### src/rtl/hazard_mc_pkg.sv
// Shared encodings for the hazard unit: writeback-source codes that mark loads
// and the operand-select values used by the execute-stage forwarding muxes.
package hazard_pkg;

  localparam logic [3:0] WB_LOAD   = 4'b1111;
  localparam logic [3:0] WB_LOAD_M = 4'b1110;

  localparam logic [1:0] FWD_RF  = 2'b00;
  localparam logic [1:0] FWD_WB  = 2'b01;
  localparam logic [1:0] FWD_MEM = 2'b10;

endpackage

### src/rtl/hazard_mc_track.sv
// Scoreboard entry for one multi-cycle unit: busy flag, destination register,
// watchdog counter with a one-cycle abort pulse, and the structural stall request.
module mc_track #(
  parameter int REG_AW  = 5,
  parameter int LAT_W   = 6,
  parameter int MAX_LAT = 40
) (
  input  logic              clk,
  input  logic              rst_n,
  input  logic              start,
  input  logic              done,
  input  logic              issue,
  input  logic [REG_AW-1:0] dest_in,
  output logic              busy,
  output logic [REG_AW-1:0] dest,
  output logic              timeout,
  output logic              stall_req
);

  logic              busy_reg;
  logic [REG_AW-1:0] dest_reg;
  logic [LAT_W-1:0]  cnt_reg;
  logic              timeout_reg;

  // A start always wins: a done arriving on the same edge belongs to the old op.
  always_ff @(posedge clk or negedge rst_n) begin
    if (!rst_n) begin
      busy_reg    <= 1'b0;
      dest_reg    <= '0;
      cnt_reg     <= '0;
      timeout_reg <= 1'b0;
    end else begin
      timeout_reg <= 1'b0;
      if (start) begin
        busy_reg <= 1'b1;
        dest_reg <= dest_in;
        cnt_reg  <= '0;
      end else if (busy_reg && done) begin
        busy_reg <= 1'b0;
      end else if (busy_reg && cnt_reg == LAT_W'(MAX_LAT - 1)) begin
        busy_reg    <= 1'b0;
        timeout_reg <= 1'b1;
      end else if (busy_reg) begin
        cnt_reg <= cnt_reg + 1'b1;
      end
    end
  end

  assign busy      = busy_reg;
  assign dest      = dest_reg;
  assign timeout   = timeout_reg;
  assign stall_req = issue && (busy_reg || start);

endmodule

### src/rtl/hazard_mc.sv
// Pipeline hazard unit with a per-unit multi-cycle scoreboard: forwarding,
// load-use and branch stalls, plus structural and pending-result stalls.
module hazard_mc
  import hazard_pkg::*;
#(
  parameter int REG_AW  = 5,
  parameter int NUM_MC  = 2,
  parameter int LAT_W   = 6,
  parameter int MAX_LAT = 40
) (
  input  logic              clk,
  input  logic              rst_n,
  input  logic [1:0]        branchD,
  input  logic [3:0]        wbsrcE,
  input  logic [3:0]        wbsrcM,
  input  logic              regwriteE,
  input  logic              regwriteM,
  input  logic              regwriteW,
  input  logic [REG_AW-1:0] rsD,
  input  logic [REG_AW-1:0] rtD,
  input  logic [REG_AW-1:0] rsE,
  input  logic [REG_AW-1:0] rtE,
  input  logic [REG_AW-1:0] writeregE,
  input  logic [REG_AW-1:0] writeregM,
  input  logic [REG_AW-1:0] writeregW,
  input  logic [NUM_MC-1:0] mc_issueD,
  input  logic [NUM_MC-1:0] mc_startE,
  input  logic [REG_AW-1:0] mc_destE,
  input  logic [NUM_MC-1:0] mc_done,
  output logic              stallF,
  output logic              stallD,
  output logic              flushE,
  output logic              forwardAD,
  output logic              forwardBD,
  output logic [1:0]        forwardAE,
  output logic [1:0]        forwardBE,
  output logic [NUM_MC-1:0] mc_busy,
  output logic [NUM_MC-1:0] mc_timeout
);

  logic [NUM_MC-1:0] struct_req;
  logic [NUM_MC-1:0] data_req;
  logic [REG_AW-1:0] unit_dest [NUM_MC];
  logic              new_dest_hit;
  logic              lw_stall;
  logic              br_stall;
  logic              any_stall;

  assign new_dest_hit = (mc_destE != '0) && (rsD == mc_destE || rtD == mc_destE);

  genvar gi;
  generate
    for (gi = 0; gi < NUM_MC; gi++) begin : g_unit
      mc_track #(
        .REG_AW  (REG_AW),
        .LAT_W   (LAT_W),
        .MAX_LAT (MAX_LAT)
      ) u_track (
        .clk       (clk),
        .rst_n     (rst_n),
        .start     (mc_startE[gi]),
        .done      (mc_done[gi]),
        .issue     (mc_issueD[gi]),
        .dest_in   (mc_destE),
        .busy      (mc_busy[gi]),
        .dest      (unit_dest[gi]),
        .timeout   (mc_timeout[gi]),
        .stall_req (struct_req[gi])
      );

      // Pending result: either already tracked, or entering the unit right now.
      assign data_req[gi] =
          (mc_busy[gi] && unit_dest[gi] != '0 &&
           (rsD == unit_dest[gi] || rtD == unit_dest[gi])) ||
          (mc_startE[gi] && new_dest_hit);
    end
  endgenerate

  assign lw_stall = (wbsrcE == WB_LOAD) && (rtE != '0) && (rsD == rtE || rtD == rtE);

  assign br_stall = (branchD != 2'b00) &&
      ((regwriteE && writeregE != '0 && (rsD == writeregE || rtD == writeregE)) ||
       (wbsrcM == WB_LOAD_M && writeregM != '0 && (rsD == writeregM || rtD == writeregM)));

  assign any_stall = lw_stall || br_stall || (|struct_req) || (|data_req);
  assign stallF    = any_stall;
  assign stallD    = any_stall;
  assign flushE    = any_stall;

  always_comb begin
    forwardAE = FWD_RF;
    if (rsE != '0 && regwriteM && writeregM == rsE)      forwardAE = FWD_MEM;
    else if (rsE != '0 && regwriteW && writeregW == rsE) forwardAE = FWD_WB;
  end

  always_comb begin
    forwardBE = FWD_RF;
    if (rtE != '0 && regwriteM && writeregM == rtE)      forwardBE = FWD_MEM;
    else if (rtE != '0 && regwriteW && writeregW == rtE) forwardBE = FWD_WB;
  end

  assign forwardAD = (rsD != '0) && regwriteM && (writeregM == rsD);
  assign forwardBD = (rtD != '0) && regwriteM && (writeregM == rtD);

endmodule

### config.mk
export PLATFORM = sky130hd
export DESIGN_NAME = hazard_mc
export DESIGN_NICKNAME = d
export VERILOG_FILES = /design/src/rtl/hazard_mc_pkg.sv /design/src/rtl/hazard_mc_track.sv /design/src/rtl/hazard_mc.sv
export SDC_FILE = /design/constraint.sdc
export NUM_CORES = 1
export LEC_CHECK = 0
export BUFFER_PORTS_ARGS = -buffer_cell sky130_fd_sc_hd__buf_4
export CORE_MARGIN = 2
export CORE_UTILIZATION = 52
export DETAILED_ROUTE_END_ITERATION = 8
export GPL_ROUTABILITY_DRIVEN = 0
export PLACE_DENSITY = 0.82
export SLEW_MARGIN = 15
export SYNTH_ARGS = -nofsm -noshare
export SYNTH_HDL_FRONTEND = slang
export SYNTH_HIERARCHICAL = 1
export SYNTH_SLANG_ARGS = --single-unit
### constraint.sdc
create_clock -name clk -period 2 [get_ports clk]
set_input_delay 0.1 -clock clk [delete_from_list [all_inputs] [get_ports clk]]
set_output_delay 0.1 -clock clk [all_outputs]
set_load 0.005 [all_outputs]
==> summary.txt <==
Outcome
  • Result of the run: finished, final reports clean

Synthesis
  • Total standard cell area after synthesis: 2450 um^2
  • Dominant synthesized flop cell: sky130_fd_sc_hd__dfrtp_1
  • Post-synthesis net count: 333
  • Number of enable-type register cells in the synthesized netlist: 0
  • Average size of a mapped cell: 9.07 um^2
  • Gate count after technology mapping: 270
  • Yosys synthesis warning count: 6
  • FFs w/ async S/R, synth: 1.00
  • Register area share after synthesis: 0.266
  • Number of synthesized register bits: 26
  • Number of distinct library cell variants in the gate-level netlist after synthesis: 46

Die
  • Core region area: 4440 um^2
  • Overall die width: 72.6 um
  • Number of ports placed on the die boundary: 74
  • Die extent in y: 72.6 um
  • Die footprint: 5270 um^2
  • Placement row count: 24
  • Initial core utilization: 0.551

Critical path
  • Reg-to-Reg End: g_unit[1].u_track/cnt_reg[3]$_DFFE_PN0P_
  • Worst r2r path cells: 4
  • Category of the critical setup timing path: register to output port
  • Register-to-register setup slack: 0.36 ns
  • Type of origin of the critical path: register
  • Kind of end point of the critical path: output port
  • Arrival time worst endpoint: 1.80 ns
  • Data required time at the worst endpoint: 1.90 ns
  • R2r startpoint: g_unit[1].u_track/cnt_reg[0]$_DFFE_PN0P_
  • Maximum fanout encountered on the critical timing path: 4

Worst hold path
  • Worst hold path type: primary input to register
  • Startpoint of the worst hold path: mc_done[1]
  • WHS Endpoint: g_unit[1].u_track/timeout$_DFF_PN0_
  • Cell depth of the worst min-delay path: 2

Global routing
  • Via count of the first global-routing pass: 2058
  • GRT Total Usage: 0.235
  • Global-route wire length before repair: 9.73 mm
  • GRT Residual Overflow: 0
  • Maximum number of pins on one net before global-route repair: 27
  • Number of antenna violations at the first check in global routing: 0

Finish
  • Commonest non-fill, non-tap cells in the layout: sky130_fd_sc_hd__buf_4, sky130_fd_sc_hd__xnor2_1, sky130_fd_sc_hd__dfrtp_1, sky130_fd_sc_hd__nand2_1, sky130_fd_sc_hd__mux2_1
  • Filler cells: 385
  • Leading cell type in the layout, fill and taps excluded: sky130_fd_sc_hd__buf_4
  • Number of nets at the end of the flow: 387
  • Total area of sequential cells: 651 um^2
  • Area delta synth->final: 22.8%
  • Number of flip-flops under the largest register name: 12
  • Antenna diodes: 0
  • Area occupied by multi-input gates: 1640 um^2
  • Share of layout cells above drive strength 1: 0.260

Drt
  • Detailed Routing Iterations Pass 1: 4
  • Routed wire per std cell: 15.9 um
  • Total wire length: 5.98 mm
  • DR vias: 2138
  • Number of design-rule violations left by the first detailed-router iteration: 209
  • Total DRC errors in the routed layout: 0
  • Via-to-Cell Ratio: 5.70
  • Post-detailed-route count of antenna-violating nets: 0

Clocking
  • Buffer count from post-CTS setup fixing: 0
  • H-tree depth reported by CTS: 1
  • Clock insertion delay at the later pin of the skew report: 0.27 ns
  • Post-CTS clock slew at the launch and capture registers of the worst setup and hold paths: 0.09 ns
  • Cell chosen for the clock root: sky130_fd_sc_hd__clkbuf_8
  • Max Buffers Root-to-Sink: 2
  • Number of clock sinks: 26
  • CTS Buf Count: 3
  • Clock tree from TritonCTS: yes

STA
  • Clock skew: 0.00149 ns
  • Sum Neg Setup Slack: 0 ns
  • Remaining max-slew budget at the tightest pin: 0.752
  • Worst Tran Pin Value: 0.371 ns
  • Max-slew violation count: 0
  • Min Clock Period, post-route: 1.90 ns
  • Achievable frequency: 0.526 GHz
  • Unrepaired setup endpoints after global routing: no
  • Number of endpoints failing setup at the final stage: 0
  • Final period utilization: 0.951
  • Final hold violation count: 0
  • Setup ws final: 0.0974 ns

Power
  • Total chip power: 1.52 mW
  • Leak Pwr: 1.21 nW
  • Maximum vdd drop: 0.532 mV
  • Areal power density over the cells: 504 nW/um^2

Place
  • Setup Slack @ Placement: 0.161 ns
  • Final HPWL from detailed placement: 4.66 mm
  • Buffers on Ports: 73

Run
  • Max Cap Violations: 0
## power by group
part	switching, mW	leakage, nW	internal, mW	total [mW]
clock	0.166	0.0357	0.268	0.434
sequential	0.0435	0.332	0.555	0.598
combinational	0.220	0.840	0.264	0.484
total	0.430	1.21	1.09	1.52
## stage by stage
stage	hold slack [ns]	util	std cells	instance area, um^2
3_5_place_dp	0.0258	0.655	369	2910
6_report	0.0187	0.677	375	3010
3_3_place_gp	0.0237	0.655	369	2910
4_1_cts	0.0129	0.675	375	3000
5_1_grt	0.00393	0.677	375	3010
2_1_floorplan	-0.196	-	270	2450
## metal layers
| layer | vias up | wire, um | global-route usage |
|---|---|---|---|
| li1 | 1043 | - | - |
| met1 | 1028 | 2730 | 0.346 |
| met2 | 65 | 2830 | 0.372 |
| met3 | 2 | 396 | 0.0387 |
| met4 | 0 | 23 | 0.0350 |
| met5 | - | 0 | 0 |
## layout make-up
class	count	area share
Multi-Input combinational cell	216	0.547
Sequential cell	26	0.216
Timing Repair Buffer	75	0.189
Tap cell	52	0.0216
Clock buffer	3	0.0137
Clock inverter	1	0.00999
Inverter	2	0.00250
## repair_timing
action / in CTS / in global routing
gates resized for setup: 0 / 1
endpoints found under the hold margin: 27 / 0
hold buffers: 2 / 0
setup endpoints to repair: 0 / 3
## critical path: stages, from the launching register on
cell and delay [ns]:
sky130_fd_sc_hd__dfrtp_1 0.44, sky130_fd_sc_hd__or4_1 0.53, sky130_fd_sc_hd__o221ai_1 0.18, sky130_fd_sc_hd__nand4_1 0.19, sky130_fd_sc_hd__buf_4 0.19
## synthesized netlist by cell type (2+ instances only)
| master | n | area share |
|---|---|---|
| sky130_fd_sc_hd__or3_1 | 2 | 0.0051 |
| sky130_fd_sc_hd__and3b_1 | 2 | 0.0072 |
| sky130_fd_sc_hd__a21oi_2 | 2 | 0.0072 |
| sky130_fd_sc_hd__buf_2 | 12 | 0.025 |
| sky130_fd_sc_hd__buf_6 | 2 | 0.0092 |
| sky130_fd_sc_hd__xor2_1 | 12 | 0.043 |
| sky130_fd_sc_hd__a21oi_1 | 5 | 0.010 |
| sky130_fd_sc_hd__dfrtp_1 | 26 | 0.27 |
| sky130_fd_sc_hd__buf_4 | 4 | 0.012 |
| sky130_fd_sc_hd__or2_1 | 2 | 0.0051 |
| sky130_fd_sc_hd__or4_1 | 6 | 0.018 |
| sky130_fd_sc_hd__o31ai_1 | 2 | 0.0061 |
| sky130_fd_sc_hd__inv_1 | 2 | 0.0031 |
| sky130_fd_sc_hd__a31o_1 | 2 | 0.0072 |
| sky130_fd_sc_hd__and4b_1 | 2 | 0.0082 |
| sky130_fd_sc_hd__o22ai_1 | 4 | 0.010 |
| sky130_fd_sc_hd__nand2b_1 | 6 | 0.015 |
| sky130_fd_sc_hd__mux2_1 | 14 | 0.064 |
| sky130_fd_sc_hd__nand3_1 | 12 | 0.025 |
| sky130_fd_sc_hd__clkbuf_1 | 6 | 0.0092 |
| sky130_fd_sc_hd__o21bai_1 | 2 | 0.0061 |
| sky130_fd_sc_hd__nor3_1 | 6 | 0.012 |
| sky130_fd_sc_hd__nand4_1 | 8 | 0.020 |
| sky130_fd_sc_hd__mux2i_1 | 2 | 0.0082 |
| sky130_fd_sc_hd__a211oi_1 | 4 | 0.012 |
| sky130_fd_sc_hd__xnor2_1 | 68 | 0.24 |
| sky130_fd_sc_hd__a31oi_1 | 2 | 0.0051 |
| sky130_fd_sc_hd__nand3_2 | 2 | 0.0082 |
| sky130_fd_sc_hd__nand2_1 | 15 | 0.023 |
| sky130_fd_sc_hd__ha_1 | 2 | 0.010 |
| sky130_fd_sc_hd__nor2_1 | 8 | 0.012 |
| sky130_fd_sc_hd__o311a_1 | 2 | 0.0082 |
| sky130_fd_sc_hd__nor2b_1 | 6 | 0.015 |
| sky130_fd_sc_hd__o21a_1 | 2 | 0.0061 |
| sky130_fd_sc_hd__nor4_1 | 4 | 0.010 |
| sky130_fd_sc_hd__o221ai_1 | 2 | 0.0072 |
## worst max-delay path by stage
stage / slack, ns / to / startpoint / cells after the start
after global placement: 0.20 / stallF / mc_destE[1] / 6
after global routing: 0.01 / flushE / g_unit[0].u_track/dest[0]$_DFFE_PN0P_ / 5
after floorplan: 0.42 / stallD / rtE[1] / 7
after detailed placement: 0.16 / flushE / mc_destE[1] / 6
final: 0.1 / flushE / g_unit[1].u_track/dest[1]$_DFFE_PN0P_ / 4
after CTS: 0.07 / flushE / g_unit[0].u_track/dest[3]$_DFFE_PN0P_ / 6
## logic make-up after synthesis
group	synth area share
and+or+nand+nor	0.198
xor gates and xnor gates	0.286
adders and majority gates	0.0102
muxes	0.0726
buffers and inverters	0.0654
DFF	0.266
AOI/OAI and AO/OA	0.102
No activity file was read; power rests on OpenSTA's default activity.
